$ cat src/rtl/irq_arbiter_pkg.sv
// Shared types for the interrupt arbiter.
// State encoding and id width used by irq_arbiter.
package irq_arbiter_pkg;

  localparam int IRQ_ID_W = 5;

  typedef enum logic [1:0] {
    IRQ_IDLE,
    IRQ_REQ,
    IRQ_SERVICE
  } irq_arb_state_t;

endpackage

$ cat src/rtl/irq_line_sync.sv
// Two-flop synchronizer for a single interrupt line.
// Used by irq_arbiter when IRQ_ARB_SYNC_EN is defined.
module irq_line_sync (
  input  logic clk,
  input  logic rst_n,
  input  logic d_i,
  output logic q_o
);

  logic s1_q;
  logic s2_q;

  always_ff @(posedge clk or negedge rst_n) begin
    if (!rst_n) begin
      s1_q <= 1'b0;
      s2_q <= 1'b0;
    end else begin
      s1_q <= d_i;
      s2_q <= s1_q;
    end
  end

  assign q_o = s2_q;

endmodule

$ cat src/rtl/irq_arbiter.sv
// Fixed-priority interrupt arbiter with req/ack/complete handshake.
// Define IRQ_ARB_SYNC_EN to synchronize irq_i through two flops.
module irq_arbiter
  import irq_arbiter_pkg::*;
#(
  parameter int NUM_IRQ = 32
) (
  input  logic                clk,
  input  logic                rst_n,
  input  logic [NUM_IRQ-1:0]  irq_i,
  input  logic [NUM_IRQ-1:0]  irq_mask_i,
  input  logic [NUM_IRQ-1:0]  irq_edge_i,
  output logic                irq_req_o,
  output logic [IRQ_ID_W-1:0] irq_id_o,
  input  logic                irq_ack_i,
  input  logic                irq_complete_i,
  output logic                irq_busy_o,
  output logic [NUM_IRQ-1:0]  irq_pending_o
);

  logic [NUM_IRQ-1:0] irq_s;

`ifdef IRQ_ARB_SYNC_EN
  for (genvar g = 0; g < NUM_IRQ; g++) begin : g_sync
    irq_line_sync u_sync (
      .clk   (clk),
      .rst_n (rst_n),
      .d_i   (irq_i[g]),
      .q_o   (irq_s[g])
    );
  end
`else
  assign irq_s = irq_i;
`endif

  irq_arb_state_t      state_q;
  logic                req_q;
  logic                busy_q;
  logic [IRQ_ID_W-1:0] id_q;
  logic [NUM_IRQ-1:0]  prev_q;
  logic [NUM_IRQ-1:0]  pend_q;
  logic [NUM_IRQ-1:0]  pend_d;

  logic [NUM_IRQ-1:0]  rise;
  logic [NUM_IRQ-1:0]  clr;
  logic [NUM_IRQ-1:0]  live;
  logic [NUM_IRQ-1:0]  cand;
  logic [31:0]         cand_w;
  logic [IRQ_ID_W-1:0] win;
  logic                ack_ok;

  assign ack_ok = (state_q == IRQ_REQ) && irq_ack_i;
  assign rise   = irq_s & ~prev_q;

  always_comb begin
    clr = '0;
    for (int i = 0; i < NUM_IRQ; i++) begin
      clr[i] = ack_ok && (id_q == IRQ_ID_W'(i));
    end
  end

  // A fresh edge on the ack cycle must survive the clear.
  assign pend_d = ((pend_q & ~clr) | rise) & irq_edge_i;

  assign live = (irq_edge_i & (pend_q | rise))
              | (~irq_edge_i & irq_s);
  assign cand = live & irq_mask_i;

  always_comb begin
    cand_w = '0;
    cand_w[NUM_IRQ-1:0] = cand;
  end

  always_comb begin
    win = '0;
    for (int i = NUM_IRQ - 1; i >= 0; i--) begin
      if (cand[i]) win = IRQ_ID_W'(i);
    end
  end

  always_ff @(posedge clk or negedge rst_n) begin
    if (!rst_n) begin
      prev_q <= '0;
      pend_q <= '0;
    end else begin
      prev_q <= irq_s;
      pend_q <= pend_d;
    end
  end

  always_ff @(posedge clk or negedge rst_n) begin
    if (!rst_n) begin
      state_q <= IRQ_IDLE;
      req_q   <= 1'b0;
      busy_q  <= 1'b0;
      id_q    <= '0;
    end else begin
      case (state_q)
        IRQ_IDLE: begin
          if (|cand) begin
            state_q <= IRQ_REQ;
            req_q   <= 1'b1;
            id_q    <= win;
          end
        end
        IRQ_REQ: begin
          if (irq_ack_i) begin
            state_q <= IRQ_SERVICE;
            req_q   <= 1'b0;
            busy_q  <= 1'b1;
          end else if (!cand_w[id_q]) begin
            state_q <= IRQ_IDLE;
            req_q   <= 1'b0;
          end
        end
        IRQ_SERVICE: begin
          if (irq_complete_i) begin
            state_q <= IRQ_IDLE;
            busy_q  <= 1'b0;
          end
        end
        default: begin
          state_q <= IRQ_IDLE;
          req_q   <= 1'b0;
          busy_q  <= 1'b0;
        end
      endcase
    end
  end

  assign irq_req_o     = req_q;
  assign irq_busy_o    = busy_q;
  assign irq_id_o      = id_q;
  assign irq_pending_o = (irq_edge_i & pend_q)
                       | (~irq_edge_i & irq_s);

endmodule
$ cat config.mk
export PLATFORM = sky130hd
export DESIGN_NAME = irq_arbiter
export DESIGN_NICKNAME = d
export VERILOG_FILES = /design/src/rtl/irq_arbiter_pkg.sv /design/src/rtl/irq_line_sync.sv /design/src/rtl/irq_arbiter.sv
export SDC_FILE = /design/constraint.sdc
export NUM_CORES = 1
export LEC_CHECK = 0
export BUFFER_PORTS_ARGS = -buffer_cell sky130_fd_sc_hd__clkbuf_2
export CAP_MARGIN = 0
export CORE_MARGIN = 2
export CORE_UTILIZATION = 39
export DETAILED_ROUTE_END_ITERATION = 8
export HOLD_SLACK_MARGIN = 0.15
export PLACE_DENSITY = 0.75
export SLEW_MARGIN = 25
export SYNTH_ARGS = -nofsm -noshare
export SYNTH_HDL_FRONTEND = slang
export SYNTH_SLANG_ARGS = --single-unit
$ cat constraint.sdc
create_clock -name clk -period 2.68 [get_ports clk]
set_input_delay 0.536 -clock clk [delete_from_list [all_inputs] [get_ports clk]]
set_output_delay 0.536 -clock clk [all_outputs]
set_load 0.01 [all_outputs]
==> After elaboration in Yosys (flattened, before gate mapping) <==
Cells that the tools add are included.
{ "word_totals": {"reg_bits": 73, "out_inout_bits": 39, "word_cells": 146} }
{ "op_classes": {"order_cmp": 1, "eq_ne": 37, "mux": 46, "bitwise": 16, "reduce_logical": 40} }
{ "ops": {"columns": ["op", "count"], "rows": [
  ["$and A32 B32 Y32", 7],
  ["$mux W5", 32],
  ["$or A32 B32 Y32", 4],
  ["$not A32 Y32", 3],
  ["$eq A5 B5 Y1 const B", 16],
  ["$eq A5 B4 Y1 const B", 8],
  ["$logic_and A1 B1 Y1", 33],
  ["$reduce_or A32 Y1", 1],
  ["$eq A5 B3 Y1 const B", 4],
  ["$eq A5 B2 Y1 const B", 2],
  ["$reduce_and A3 Y1", 3],
  ["$mux W2", 4],
  ["$lt A5 B6 Y1 const B", 1],
  ["$mux W1", 6],
  ["$ne A2 B2 Y1 const B", 3],
  ["$pmux W1 S3", 2],
  ["$pmux W2 S3", 1],
  ["$bmux W1 S5", 1],
  ["$eq A5 B1 Y1 const B", 1],
  ["$logic_not A5 Y1", 1],
  ["$ne A3 B3 Y1 const B", 1],
  ["$eq A2 B1 Y1 const B", 1],
  ["$eq A2 B2 Y1 const B", 1],
  ["$logic_not A2 Y1", 1],
  ["other kinds (2)", 3]
]} }

==> Logic depth before layout (Yosys ltp) <==
{ "logic_depth": {"ltp_word": 38, "mapped_depth": 8, "depth_no_buf": 7} }

==> Worst setup path after synthesis <==
OpenSTA, ideal clock, no wires.
{ "synth_timing": {"path_kind": "input to register", "from": "in irq_mask_i[24]", "to": "reg id_q[2], in the netlist irq_id_o[2]", "setup_time_ns": 0.125, "arrival_time_ns": 2.062, "required_ns": 2.555, "slack_ns": 0.493, "cell_stages": 6, "path_buffers": 0, "path_cell_list": "and3_2 > a31o_2 > or4_4 > nor2_4 > a41oi_4 > mux2_4"} }
{ "synth_via": {"elab_chain_len": 26} }
{ "synth_rtl": {"columns": ["element", "line_no", "source"], "rows": [
  ["from (decl)", "irq_arbiter.sv:11", "input logic [NUM_IRQ-1:0] irq_mask_i,"],
  ["$and A32 B32 Y32 (*)", "irq_arbiter.sv:67", "assign cand = live & irq_mask_i;"],
  ["$mux W5 (25 in a row)", "irq_arbiter.sv:77", "if (cand[i]) win = IRQ_ID_W'(i);"],
  ["to (signal assigned)", "irq_arbiter.sv:103", "id_q <= win;"],
  ["to (decl)", "irq_arbiter.sv:39", "logic [IRQ_ID_W-1:0] id_q;"]
]} }
Mark *: on every way between the ends. The rest lies on a longest branch, timed or not.
A chain may end at the register's enable or synchronous reset.

==> Final worst setup path <==
{ "layout_timing": {"from": "reg id_q[3], in the netlist irq_id_o[3]", "to": "reg state_q[0]"} }
{ "layout_via": {"elab_chain_len": 4} }
{ "layout_rtl": {"columns": ["element", "line_no", "source"], "rows": [
  ["$bmux W1 S5", "irq_arbiter.sv:111", "end else if (!cand_w[id_q]) begin"],
  ["$mux W1 (not written as such)", "irq_arbiter.sv:111", null],
  ["$ne A3 B3 Y1 (no line)", null, null],
  ["$reduce_and A3 Y1 (no line)", null, null],
  ["to (signal assigned)", "irq_arbiter.sv:108", "state_q <= IRQ_SERVICE;"],
  ["to (signal assigned)", "irq_arbiter.sv:112", "state_q <= IRQ_IDLE;"],
  ["to (signal assigned)", "irq_arbiter.sv:118", "state_q <= IRQ_IDLE;"],
  ["to (decl)", "irq_arbiter.sv:36", "irq_arb_state_t state_q;"]
]} }
Every way passes these cells. The select of a mux whose other input is x is not followed.

==> impl_metrics.toml <==
[power]
leakage_nw = 2.62
cellPowerDensity_mw_per_mm2 = 652
fin_total_pwr_mw = 3.54
ir_worst_vdd_mv = 0.273

[clocking]
tritoncts = "built"
clockRootBuffer = "clkbuf_8"
cts.htree.levels = 3
ctsLongestPathBuffers = 2
post-cts-setup-buffers = 0
clock_sinks = 73
cts_buffers = 9
clk_pin_slew_ps = 80
clk_latency_ps = 350

[die]
die_h_um = 109
initial_core_util = 0.398
die_w_um = 109
die_area_sq_mm = 0.0119
rows = 38
pin_count = 139
coreArea_sq_mm = 0.0108

[final_layout]
ff_latch_area_sq_mm = 0.00183
syn_to_final_growth_pct = 26.3
fillers = 1024
fin_nets = 705
layout-drive-gt1-share = 0.351
multi_input_area_sq_mm = 0.00241
stdcell_count = 750
antenna_cells = 0

[critical_path]
rr_endpoint = "state_q[0]"
cp-start-kind = "register"
end_kind = "register"
arrival_ps = 2420
crit_required_ps = 2910
r2r_start = "irq_id_o[3]"
r2r_cells = 7
crit_fanout = 15
regToRegSetupSlack_ps = 490
path_class = "reg -> reg"

[routing]
first_pass_iters = 5
wl_per_cell_um = 16.9
drt_iter0_markers = 252
wirelength_um = 12700
via_count = 4197
vias_per_cell = 5.60
ant_nets = 0
drc = 0

[timing]
max_freq_mhz = 457
fin_skew_ps = 8.21
rsz0062_at_grt = "no"
hold_violations = 0
slew_viol_final = 0
post-route-period-util = 0.817
fin_crit_ps = 2190
fin_tns_setup_ps = 0
fin_ws_ps = 491
slew_headroom = 0.661
tightest_slew_ps = 505
finalSetupViolCount = 0

[status]
outcome = "completed"

[global_route]
gr-total-overflow = 0
grt_use_total = 0.219
grt_max_degree = 40
grt_pass1_vias = 4211
grt_first_pass_wirelength_um = 20100
antenna_found_initial = 0

[placed_design]
portBuffers = 138
gp_congestion = 0.896
placed_cells = 733
dpl.hpwl_um = 9890
post-place-ws_ps = 279

[synthesis]
synth_top_family_by_area = "simple AND/OR/NAND/NOR gates"
synth_ff_type = "dfrtp_1"
synthArstFlopShare = 1.00
synth_cells = 453
synthAdderAreaFrac = 0
syn_nets = 553
synthMuxAreaShare = 0.113
ys_types = 51
ys_ff_latch = 73
synthSimpleGateAreaFrac = 0.226
syn_area_sq_mm = 0.00430
synth_compound_area_frac = 0.223
yosys_warnings = 0
avgSynthCellArea_sq_um = 9.48
synthXorXnorAreaFrac = 0
yosysSeqAreaShare = 0.425
synth_edf_count = 0

[hold_path]
holdCritStartpoint = "irq_i[21]"
hold_path.class = "in -> reg"
min_to = "prev_q[21]"
hold_depth = 1

[job]
drv_cap = 0
## worst max path at each step
stage	from	end	slack, ps	cells past startpoint
2_1_floorplan	irq_mask_i[24]	irq_id_o[2]	490	6
3_5_place_dp	irq_edge_i[16]	irq_id_o[2]	280	7
5_1_grt	irq_id_o[3]	state_q[0]	340	7
3_3_place_gp	irq_edge_i[21]	irq_id_o[1]	270	8
6_report	irq_id_o[3]	state_q[0]	490	7
4_1_cts	irq_id_o[1]	state_q[0]	470	7
## sequential cells by signal (all words and copies together), names as in the netlist
register	flops
pend_q	32
prev_q	32
irq_id_o	5
state_q	2
irq_busy_o	1
irq_req_o	1
## metrics by stage
step                hold WS [ps]  utilization  instance area [sq um]
finish                       327        0.503                   5430
detailed placement           525        0.482                   5210
CTS                          313        0.503                   5430
global placement             498        0.482                   5210
global route                 326        0.503                   5430
floorplan                    240            -                   4300
## area by class of cell
class / instances / area share
clock buffer: 14 / 0.0318
clock inverter: 2 / 0.00646
tap: 140 / 0.0323
timing repair buffer: 146 / 0.142
multi-input combinational: 366 / 0.445
inverter: 9 / 0.00623
sequential: 73 / 0.337
## repair_timing
item                      4_1_cts  5_1_grt
hold endpoints to repair        2        0
hold buffers                    1        0
resized for setup               0        0
## cells in the final DEF, fill, tap and decap left out, types with 2 or more instances in the layout
cell type and instances:
clkbuf_1 2, and3_2 2, nor3_1 5, nand2_1 61
a31oi_1 29, mux2_2 32, and3_1 29, o32ai_1 2
o31ai_1 2, a211oi_1 3, nand2b_1 35, nor4_1 2
inv_1 7, o21ai_0 42, o211a_1 2, nand3_1 7
clkbuf_2 137, mux4_2 4, nor2b_1 4, a21boi_0 33
a21oi_1 9, mux2i_1 2, clkbuf_8 12, or3_1 2
nor2_1 20, clkinv_1 2, a311oi_1 2, and2_1 2
o311ai_0 2, buf_4 7, or4_1 2, dfrtp_1 73
a31o_2 7, nand4_1 6
## routing by layer
layer	track usage	wire, um	vias to the layer above
li1	-	-	1999
met1	0.276	5490	2044
met2	0.375	6230	138
met3	0.0311	740	16
met4	0.0888	205	0
met5	0	0	-
## synth_stat cells (3+ instances only)
cell type / number / area (sq um)
dfrtp_1: 73 / 1830
nand2_1: 61 / 229
o21ai_0: 42 / 210
nand2b_1: 35 / 219
a21boi_0: 33 / 248
mux2_2: 32 / 360
a31oi_1: 29 / 181
and3_1: 29 / 181
nor2_1: 20 / 75.1
a21oi_1: 9 / 45.0
a31o_2: 7 / 61.3
inv_1: 7 / 26.3
nand3_1: 7 / 35.0
nand4_1: 6 / 37.5
nor3_1: 5 / 25.0
mux4_2: 4 / 90.1
nor2b_1: 4 / 25.0
a211oi_1: 3 / 22.5
## power breakdown
group | switching [mW] | total [mW] | internal (mW) | leakage, nW
logic | 0.722 | 1.23 | 0.506 | 1.61
clock network | 0.414 | 0.920 | 0.507 | 0.107
registers | 0.168 | 1.39 | 1.22 | 0.903
total | 1.30 | 3.54 | 2.24 | 2.62
## critical path: stages (launching register included)
cell and delay [ps]:
dfrtp_1 660, nor2b_1 300, nand3_1 220, o32ai_1 210, a211oi_1 90, o211a_1 140
a311oi_1 310, o21ai_0 130
## cells by family after synthesis
group                  count (synthesis)
muxes                                 39
DFF                                   73
AOI/OAI and AO/OA                    142
and+or+nand+nor                      185
buffers and inverters                 14
Note: power is estimated with default switching activity, not from simulation.
